--- src/rtl/ram_rr_scheduler.sv ---
// ram_rr_scheduler
//   Shares one single-port RAM between N requesters with round-robin
//   arbitration, an optional per-requester lock for bounded bursts, a
//   registered RAM command port and a tag pipeline that routes each read
//   return back to the requester that issued it.
//
// Ports
//   clk, rst_n           clock, asynchronous active-low reset
//   req_i/we_i/lock_i    per-requester request, write enable, keep-ownership
//   addr_i/data_i        per-requester address / write data, packed k*W +: W
//   gnt_o                combinational one-hot grant (accepted at this edge)
//   rvalid_o, rdata_o    registered one-hot read-return tag and read data
//   ram_cs_o, ram_we_o   registered RAM chip select / write enable
//   ram_addr_o           registered RAM address
//   ram_data_o           registered RAM write data
//   ram_data_i           RAM read data, valid the cycle after a read command
//   dbg_state_o          1 while a locked owner holds the RAM
//
// Handshake: requester k holds req_i[k], we_i[k], lock_i[k], addr_i and
// data_i stable until gnt_o[k] is high at a rising edge; that edge
// transfers the access. There is no back-pressure on read returns:
// rvalid_o is a one-cycle pulse the requester must take.
module ram_rr_scheduler #(
  parameter int N         = 4,
  parameter int AW        = 9,
  parameter int DW        = 32,
  parameter int MAX_BURST = 8
) (
  input  logic            clk,
  input  logic            rst_n,
  input  logic [N-1:0]    req_i,
  input  logic [N-1:0]    we_i,
  input  logic [N-1:0]    lock_i,
  input  logic [N*AW-1:0] addr_i,
  input  logic [N*DW-1:0] data_i,
  output logic [N-1:0]    gnt_o,
  output logic [N-1:0]    rvalid_o,
  output logic [DW-1:0]   rdata_o,
  output logic            ram_cs_o,
  output logic            ram_we_o,
  output logic [AW-1:0]   ram_addr_o,
  output logic [DW-1:0]   ram_data_o,
  input  logic [DW-1:0]   ram_data_i,
  output logic            dbg_state_o
);

  localparam int PW = (N > 1) ? $clog2(N) : 1;

  typedef enum logic {
    ST_ARB   = 1'b0,  // open round-robin arbitration from ptr
    ST_OWNED = 1'b1   // a locked owner holds the RAM
  } state_t;

  state_t        state, state_n;
  logic [PW-1:0] ptr, ptr_n;
  logic [PW-1:0] owner, owner_n;
  logic [7:0]    burst_cnt, burst_cnt_n;

  logic [N-1:0]  gnt_raw;
  logic [PW-1:0] gnt_idx;
  logic          gnt_any;
  logic [PW-1:0] gnt_idx_inc;
  logic [PW-1:0] owner_inc;
  logic [PW-1:0] cand;
  int            scan_j;

  // Tag pipeline: s1 lines up with the RAM command, s2 with ram_data_i.
  logic [N-1:0]  tag_s1, tag_s2;

  // Arbitration: only the owner may win while one is held.
  always_comb begin
    gnt_raw = '0;
    gnt_idx = '0;
    gnt_any = 1'b0;
    scan_j  = 0;
    cand    = '0;
    if (state == ST_OWNED) begin
      if (req_i[owner]) begin
        gnt_raw[owner] = 1'b1;
        gnt_idx        = owner;
        gnt_any        = 1'b1;
      end
    end else begin
      for (int i = 0; i < N; i++) begin
        scan_j = (int'(ptr) + i) % N;
        cand   = PW'(scan_j);
        if (!gnt_any && req_i[cand]) begin
          gnt_raw[cand] = 1'b1;
          gnt_idx       = cand;
          gnt_any       = 1'b1;
        end
      end
    end
  end

  // Grants are suppressed while reset is asserted, whatever req_i does.
  assign gnt_o       = rst_n ? gnt_raw : '0;
  assign dbg_state_o = (state == ST_OWNED);

  assign gnt_idx_inc = (gnt_idx == PW'(N - 1)) ? '0 : gnt_idx + 1'b1;
  assign owner_inc   = (owner   == PW'(N - 1)) ? '0 : owner + 1'b1;

  // Ownership / pointer next state.
  always_comb begin
    state_n     = state;
    ptr_n       = ptr;
    owner_n     = owner;
    burst_cnt_n = burst_cnt;
    if (gnt_any) begin
      ptr_n = gnt_idx_inc;
      if (state == ST_OWNED) begin
        // Release on an unlocked grant or when this grant hits the cap.
        if (!lock_i[gnt_idx] || (int'(burst_cnt) + 1 >= MAX_BURST)) begin
          state_n     = ST_ARB;
          burst_cnt_n = '0;
        end else begin
          burst_cnt_n = burst_cnt + 8'd1;
        end
      end else if (lock_i[gnt_idx] && (MAX_BURST > 1)) begin
        // With MAX_BURST == 1 the first grant already reaches the cap.
        state_n     = ST_OWNED;
        owner_n     = gnt_idx;
        burst_cnt_n = 8'd1;
      end
    end else if ((state == ST_OWNED) && !lock_i[owner]) begin
      state_n     = ST_ARB;
      burst_cnt_n = '0;
      ptr_n       = owner_inc;
    end
  end

  always_ff @(posedge clk or negedge rst_n) begin
    if (!rst_n) begin
      state     <= ST_ARB;
      ptr       <= '0;
      owner     <= '0;
      burst_cnt <= '0;
    end else begin
      state     <= state_n;
      ptr       <= ptr_n;
      owner     <= owner_n;
      burst_cnt <= burst_cnt_n;
    end
  end

  // Registered RAM command and read-return path.
  always_ff @(posedge clk or negedge rst_n) begin
    if (!rst_n) begin
      ram_cs_o   <= 1'b0;
      ram_we_o   <= 1'b0;
      ram_addr_o <= '0;
      ram_data_o <= '0;
      tag_s1     <= '0;
      tag_s2     <= '0;
      rvalid_o   <= '0;
      rdata_o    <= '0;
    end else begin
      ram_cs_o <= gnt_any;
      if (gnt_any) begin
        ram_we_o   <= we_i[gnt_idx];
        ram_addr_o <= addr_i[gnt_idx*AW +: AW];
        ram_data_o <= data_i[gnt_idx*DW +: DW];
      end else begin
        ram_we_o <= 1'b0;
      end
      tag_s1   <= (gnt_any && !we_i[gnt_idx]) ? gnt_raw : '0;
      tag_s2   <= tag_s1;
      rvalid_o <= tag_s2;
      if (|tag_s2) begin
        rdata_o <= ram_data_i;
      end
    end
  end

endmodule

--- config.mk ---
export PLATFORM = sky130hd
export DESIGN_NAME = ram_rr_scheduler
export DESIGN_NICKNAME = d
export VERILOG_FILES = /design/src/rtl/ram_rr_scheduler.sv
export SDC_FILE = /design/constraint.sdc
export NUM_CORES = 1
export LEC_CHECK = 0
export CORE_MARGIN = 2
export CORE_UTILIZATION = 38
export DETAILED_ROUTE_END_ITERATION = 7
export GPL_TIMING_DRIVEN = 0
export PLACE_DENSITY = 0.74
export SLEW_MARGIN = 5
export SYNTH_ARGS = -nofsm -noshare
export SYNTH_HDL_FRONTEND = slang
export SYNTH_SLANG_ARGS = --single-unit
--- constraint.sdc ---
create_clock -name clk -period 5.4 [get_ports clk]
set_input_delay 1.08 -clock clk [delete_from_list [all_inputs] [get_ports clk]]
set_output_delay 1.08 -clock clk [all_outputs]
set_load 0.01 [all_outputs]
# Yosys cells after proc, flatten, opt, wreduce, memory -nomap -nowiden
# Index checks and enable logic that the tools add are counted.
[totals]
register_bits = 100
latchBits = 0
ramBits = 0
romBits = 0
input_bits = 210
out_inout_bits = 84
wordCells = 129
mem_count = 0
[classes]
n_addsub = 7
multipliers = 1
n_div = 0
order_cmp = 12
n_eq_ne = 3
shift = 2
mux = 67
bitwise = 4
n_reduce_logical = 21
[op_table]
columns = ["op", "n"]
rows = [
  ["$shiftx 128x8->32", 1],
  ["$mux 4", 11],
  ["$mux 8", 5],
  ["$shiftx 36x7->9", 1],
  ["$mux 1", 28],
  ["$mux 2", 10],
  ["$lt 2x3->1 const B", 6],
  ["$bmux 1 s2", 8],
  ["$or 4x4->4", 3],
  ["$demux 1 s2", 5],
  ["$ge 2x1->1 const B", 5],
  ["$logic_and 1x1->1", 10],
  ["$add 8x1->9 const B", 1],
  ["$ge 9x4->1 const B", 1],
  ["$add 8x1->8 const B", 1],
  ["$add 2x1->2 const B", 3],
  ["$logic_not 1->1", 6],
  ["$mul 2x4->6 const B", 1],
  ["$add 2x2->2 const B", 2],
  ["$eq 2x2->1 const B", 2],
  ["$reduce_or 4->1", 1],
  ["$ne 3x2->1 const B", 1],
  ["$reduce_and 3->1", 1],
  ["$reduce_and 2->1", 1],
  ["other kinds (3)", 3],
]

# Logic depth before layout (Yosys ltp)
[depth]
ltp_word = 23
mapped_depth = 14
mapped_depth_nobuf = 9

# Least setup slack after synthesis
# Ideal clock, no wire load.
[synth_path]
kind = "input -> output"
from = "input port req_i[3]"
to = "output port gnt_o[0]"
arrival_time_ns = 2.542
t_required_ns = 4.320
setup_slack_ns = 1.778
stages = 8
n_path_buf = 1
cell_sequence = "clkbuf_1 mux4_2 nor2b_1 a22oi_1 nor2_1 a221oi_1 o21ai_0 and2_1"
[synth_via]
elab_chain_len = 17
elab_cells_between_ends = 35
cone_classes = "26 x mux; 3 x bitwise; 6 x reduce/logical"
[synth_lines]
columns = ["item", "line", "text"]
rows = [
  ["start: declaration", "31", "input logic [N-1:0] req_i,"],
  ["$bmux 1 s2", "87", "if (!gnt_any && req_i[cand]) begin"],
  ["$mux 1 (not written as such)", "87", ""],
  ["$mux 1", "87", ""],
  ["$mux 1", "77", "if (state == ST_OWNED) begin"],
  ["$logic_not 1->1", "87", ""],
  ["$logic_and 1x1->1", "87", ""],
  ["$mux 1", "87", ""],
  ["$mux 1", "77", ""],
  ["$logic_not 1->1", "87", ""],
  ["$logic_and 1x1->1", "87", ""],
  ["$mux 1", "87", ""],
  ["$mux 1", "77", ""],
  ["$logic_not 1->1", "87", ""],
  ["$logic_and 1x1->1", "87", ""],
  ["$mux 4", "87", ""],
  ["$mux 4 (*)", "77", ""],
  ["$mux 4 (*)", "97", "assign gnt_o = rst_n ? gnt_raw : '0;"],
  ["end: declaration", "36", "output logic [N-1:0] gnt_o,"],
]
# Every way passes the cells marked *; elsewhere a longest branch is shown, timed or not. The select of a mux whose other input is x is not followed.

# Final worst setup path
# Same ends and word-level chain as after synthesis.

==> run_results.csv <==
group,metric,value,unit
placed_design,finalWeightedCongestion,0.9009,
drt,drc,0,
cts,cts_buffers,9,
logic_synthesis,synthCells,523,
cts,cts.sinks,100,
hold_path,hold_path_class,"register to register",
finish,diodes,0,
cts,htreeDepth,3,
finish,layout.nets,1051,
grt,grt_pass1_vias,5358,
drt,wl_per_cell,18.10,µm
critical_path,cp.arrival,3.98,ns
critical_path,cp-end-kind,"primary output",
finish,area_delta_synth_final,59.39,%
logic_synthesis,syn_area,5882,µm²
grt,grt_overflow_total,0,
sta,slew_viol_final,0,
logic_synthesis,ys_seq_elements,100,
logic_synthesis,yosysMostFrequentCell,"dfrtp_1",
grt,grt_pass1_wl,28270,µm
sta,slew_headroom,43.97,%
finish,finalNonFillerCells,1021,
finish,drive_gt1_share,14.77,%
drt,drtAntennaViolNets,0,
sta,whs,0.3502,ns
sta,tightest_slew,0.8328,ns
placed_design,dp_hpwl,14800,µm
floorplan,dieHeight,128.4,µm
critical_path,crit_required,4.32,ns
logic_synthesis,avgSynthCellArea,11.25,µm²
logic_synthesis,yosys-top-cells-area,"dfrtp_1 (43%), mux2i_1 (15%), mux2_2 (14%)",
logic_synthesis,syn_nets,746,
cts,cts_max_path_buffers,2,
sta,skew,0.01125,ns
logic_synthesis,synth_common_cells,"dfrtp_1 (100), mux2i_1 (90), mux2_2 (74)",
cts,cts_hold_buf,0,
logic_synthesis,synthArstFlopShare,100.0,%
logic_synthesis,synth_edf_count,0,
pwr,powerDensity,638.1,nW/µm²
logic_synthesis,synth_top_area_share,42.54,%
critical_path,crit_chain,"clkdlybuf4s50_1, clkbuf_1, mux4_2, nor2b_1, a22oi_1, nor2_1, a221oi_1, o21ai_0, and2_1, clkdlybuf4s50_1",
critical_path,cpMostUsedCell,"clkdlybuf4s50_1",
drt,vias_per_cell,5.083,
critical_path,slowest_stage,"mux4_2",
cts,cts-root-buf,"clkbuf_16",
grt,antenna_found_initial,0,
cts,clk_latency,0.34,ns
floorplan,dieArea,16490,µm²
placed_design,portBuffers,293,
logic_synthesis,yosysWarnings,0,
drt,drt_iter0_drc,239,
floorplan,io_pins,294,
logic_synthesis,seq_area_frac_synth,42.54,%
drt,dr.pass1.iters,4,
critical_path,cp_num_buf_inv,3,
drt,vias,5190,
grt,grt_max_degree,63,
cts,post_cts_buffers,0,
flow_run,drv_cap,0,
drt,drt-total-wl,18490,µm
cts,tritoncts,"built",
critical_path,path_max_fanout,10,
grt,track_usage,21.91,%
logic_synthesis,synth_cell_types,47,
critical_path,crit_family,"buffers and inverters",
sta,finalCriticalPeriod,5.060,ns
floorplan,coreArea,15150,µm²
sta,rsz0062_at_grt,"no",
placed_design,place_inst,1005,
sta,fmax,0.1976,GHz
floorplan,die_w,128.4,µm
outcome,status,"finished clean",
cts,clk_pin_slew_worst_paths,0.07,ns
sta,hold_viol,0,
critical_path,slowest_delay,0.57,ns
critical_path,worstSetupStartpointType,"primary input",
sta,setup_viol,0,
logic_synthesis,synth_top_cell_by_area,"dfrtp_1",
pwr,p_leak,4.073,nW
floorplan,initial_core_util,38.84,%
cts,post_cts_resized,0,
logic_synthesis,synth_ff_type,"dfrtp_1",
critical_path,crit_type,"primary input to primary output",
sta,min_period_over_period,93.70,%
pwr,vdd_drop_max,0.0002338,V
floorplan,placementRows,45,
==> final timing paths <==
| path | startpoint | endpoint | slack (ns) | depth (start not counted) |
|---|---|---|---|---|
| min in group asynchronous | rst_n | ptr[0] | 0.74 | 1 |
| worst min register to register | tag_s1[0] | tag_s2[0] | 0.35 | 0 |
| worst max-delay path | req_i[3] | gnt_o[0] | 0.34 | 10 |
| worst max register to register | ptr[1] | ram_addr_o[4] | 1.94 | 13 |
| worst min-delay path | tag_s1[0] | tag_s2[0] | 0.35 | 0 |
| max in group asynchronous | rst_n | rdata_o[29] | 3.97 | 2 |
==> stage by stage <==
stage	worst slack [ns]	instance area, µm²	util (%)	TNS, ns	power, mW
CTS	0.4046	9375	61.90	0	6.043
floorplan	1.778	5882	-	0	3.906
detailed placement	0.4154	9075	59.92	0	5.376
finish	0.3402	9375	61.90	0	5.982
global placement	-1.440	9050	59.75	-48.00	5.277
global route	0.2466	9375	61.90	0	6.407
==> flip-flops by register name, summed over array words and instances, names as in the netlist <==
| signal | flops |
|---|---|
| burst_cnt | 8 |
| ram_we_o | 1 |
| rdata_o | 32 |
| tag_s2 | 4 |
| ram_cs_o | 1 |
| dbg_state_o | 1 |
| owner | 2 |
| ram_addr_o | 9 |
| tag_s1 | 4 |
| ptr | 2 |
| ram_data_o | 32 |
| rvalid_o | 4 |
==> cell families after synthesis <==
group	count (synthesis)	synth area share [%]
flip-flops	100	42.54
multiplexers	170	31.59
buffers and inverters	46	4.616
adder cells (fa/ha/maj)	13	2.765
AO/OA/AOI/OAI	90	9.615
XOR/XNOR	1	0.1489
AND/OR/NAND/NOR	103	8.721
==> cell usage in the layout (no fill, tap or decap), types with 3 or more instances in the layout <==
cell             instances
clkdlybuf4s50_1        292
dfrtp_1                100
mux2i_1                 90
mux2_2                  74
nand2_1                 51
o21ai_0                 34
o21ai_1                 19
clkbuf_1                16
ha_1                    13
and2_1                  10
buf_4                    9
inv_1                    9
nor3b_1                  9
nor2_1                   9
clkbuf_16                9
a21oi_1                  8
buf_2                    7
nand2b_1                 6
buf_6                    5
mux4_2                   5
nor2b_1                  5
a22oi_1                  4
a221oi_1                 4
nor3_1                   3
nand3_1                  3
==> area by class of cell <==
| class | count | area, µm² |
|---|---|---|
| fillers | 1227 | 5771 |
| multi-input cells | 377 | 3108 |
| repair buffers | 294 | 2958 |
| flip-flops and latches | 100 | 2502 |
| clock buffers | 11 | 242.7 |
| plain buffers | 37 | 237.7 |
| well taps | 188 | 235.2 |
| clock inverters | 5 | 57.56 |
| inverters | 9 | 33.78 |
==> where the power goes <==
part / total, mW / switching [mW] / leakage (nW) / internal [mW]
sequential: 1.34 / 0.204 / 1.22 / 1.13
combinational: 3.99 / 1.86 / 2.70 / 2.13
clock: 0.653 / 0.278 / 0.150 / 0.374
total: 5.98 / 2.35 / 4.07 / 3.64
==> per-layer routing <==
| layer | GRT usage [%] | routed length [µm] |
|---|---|---|
| met1 | 26.43 | 7379 |
| met5 | 0 | 0 |
| met3 | 5.530 | 1419 |
| met2 | 39.92 | 9525 |
| met4 | 4.008 | 161 |
(Power assumes the default switching activity.)
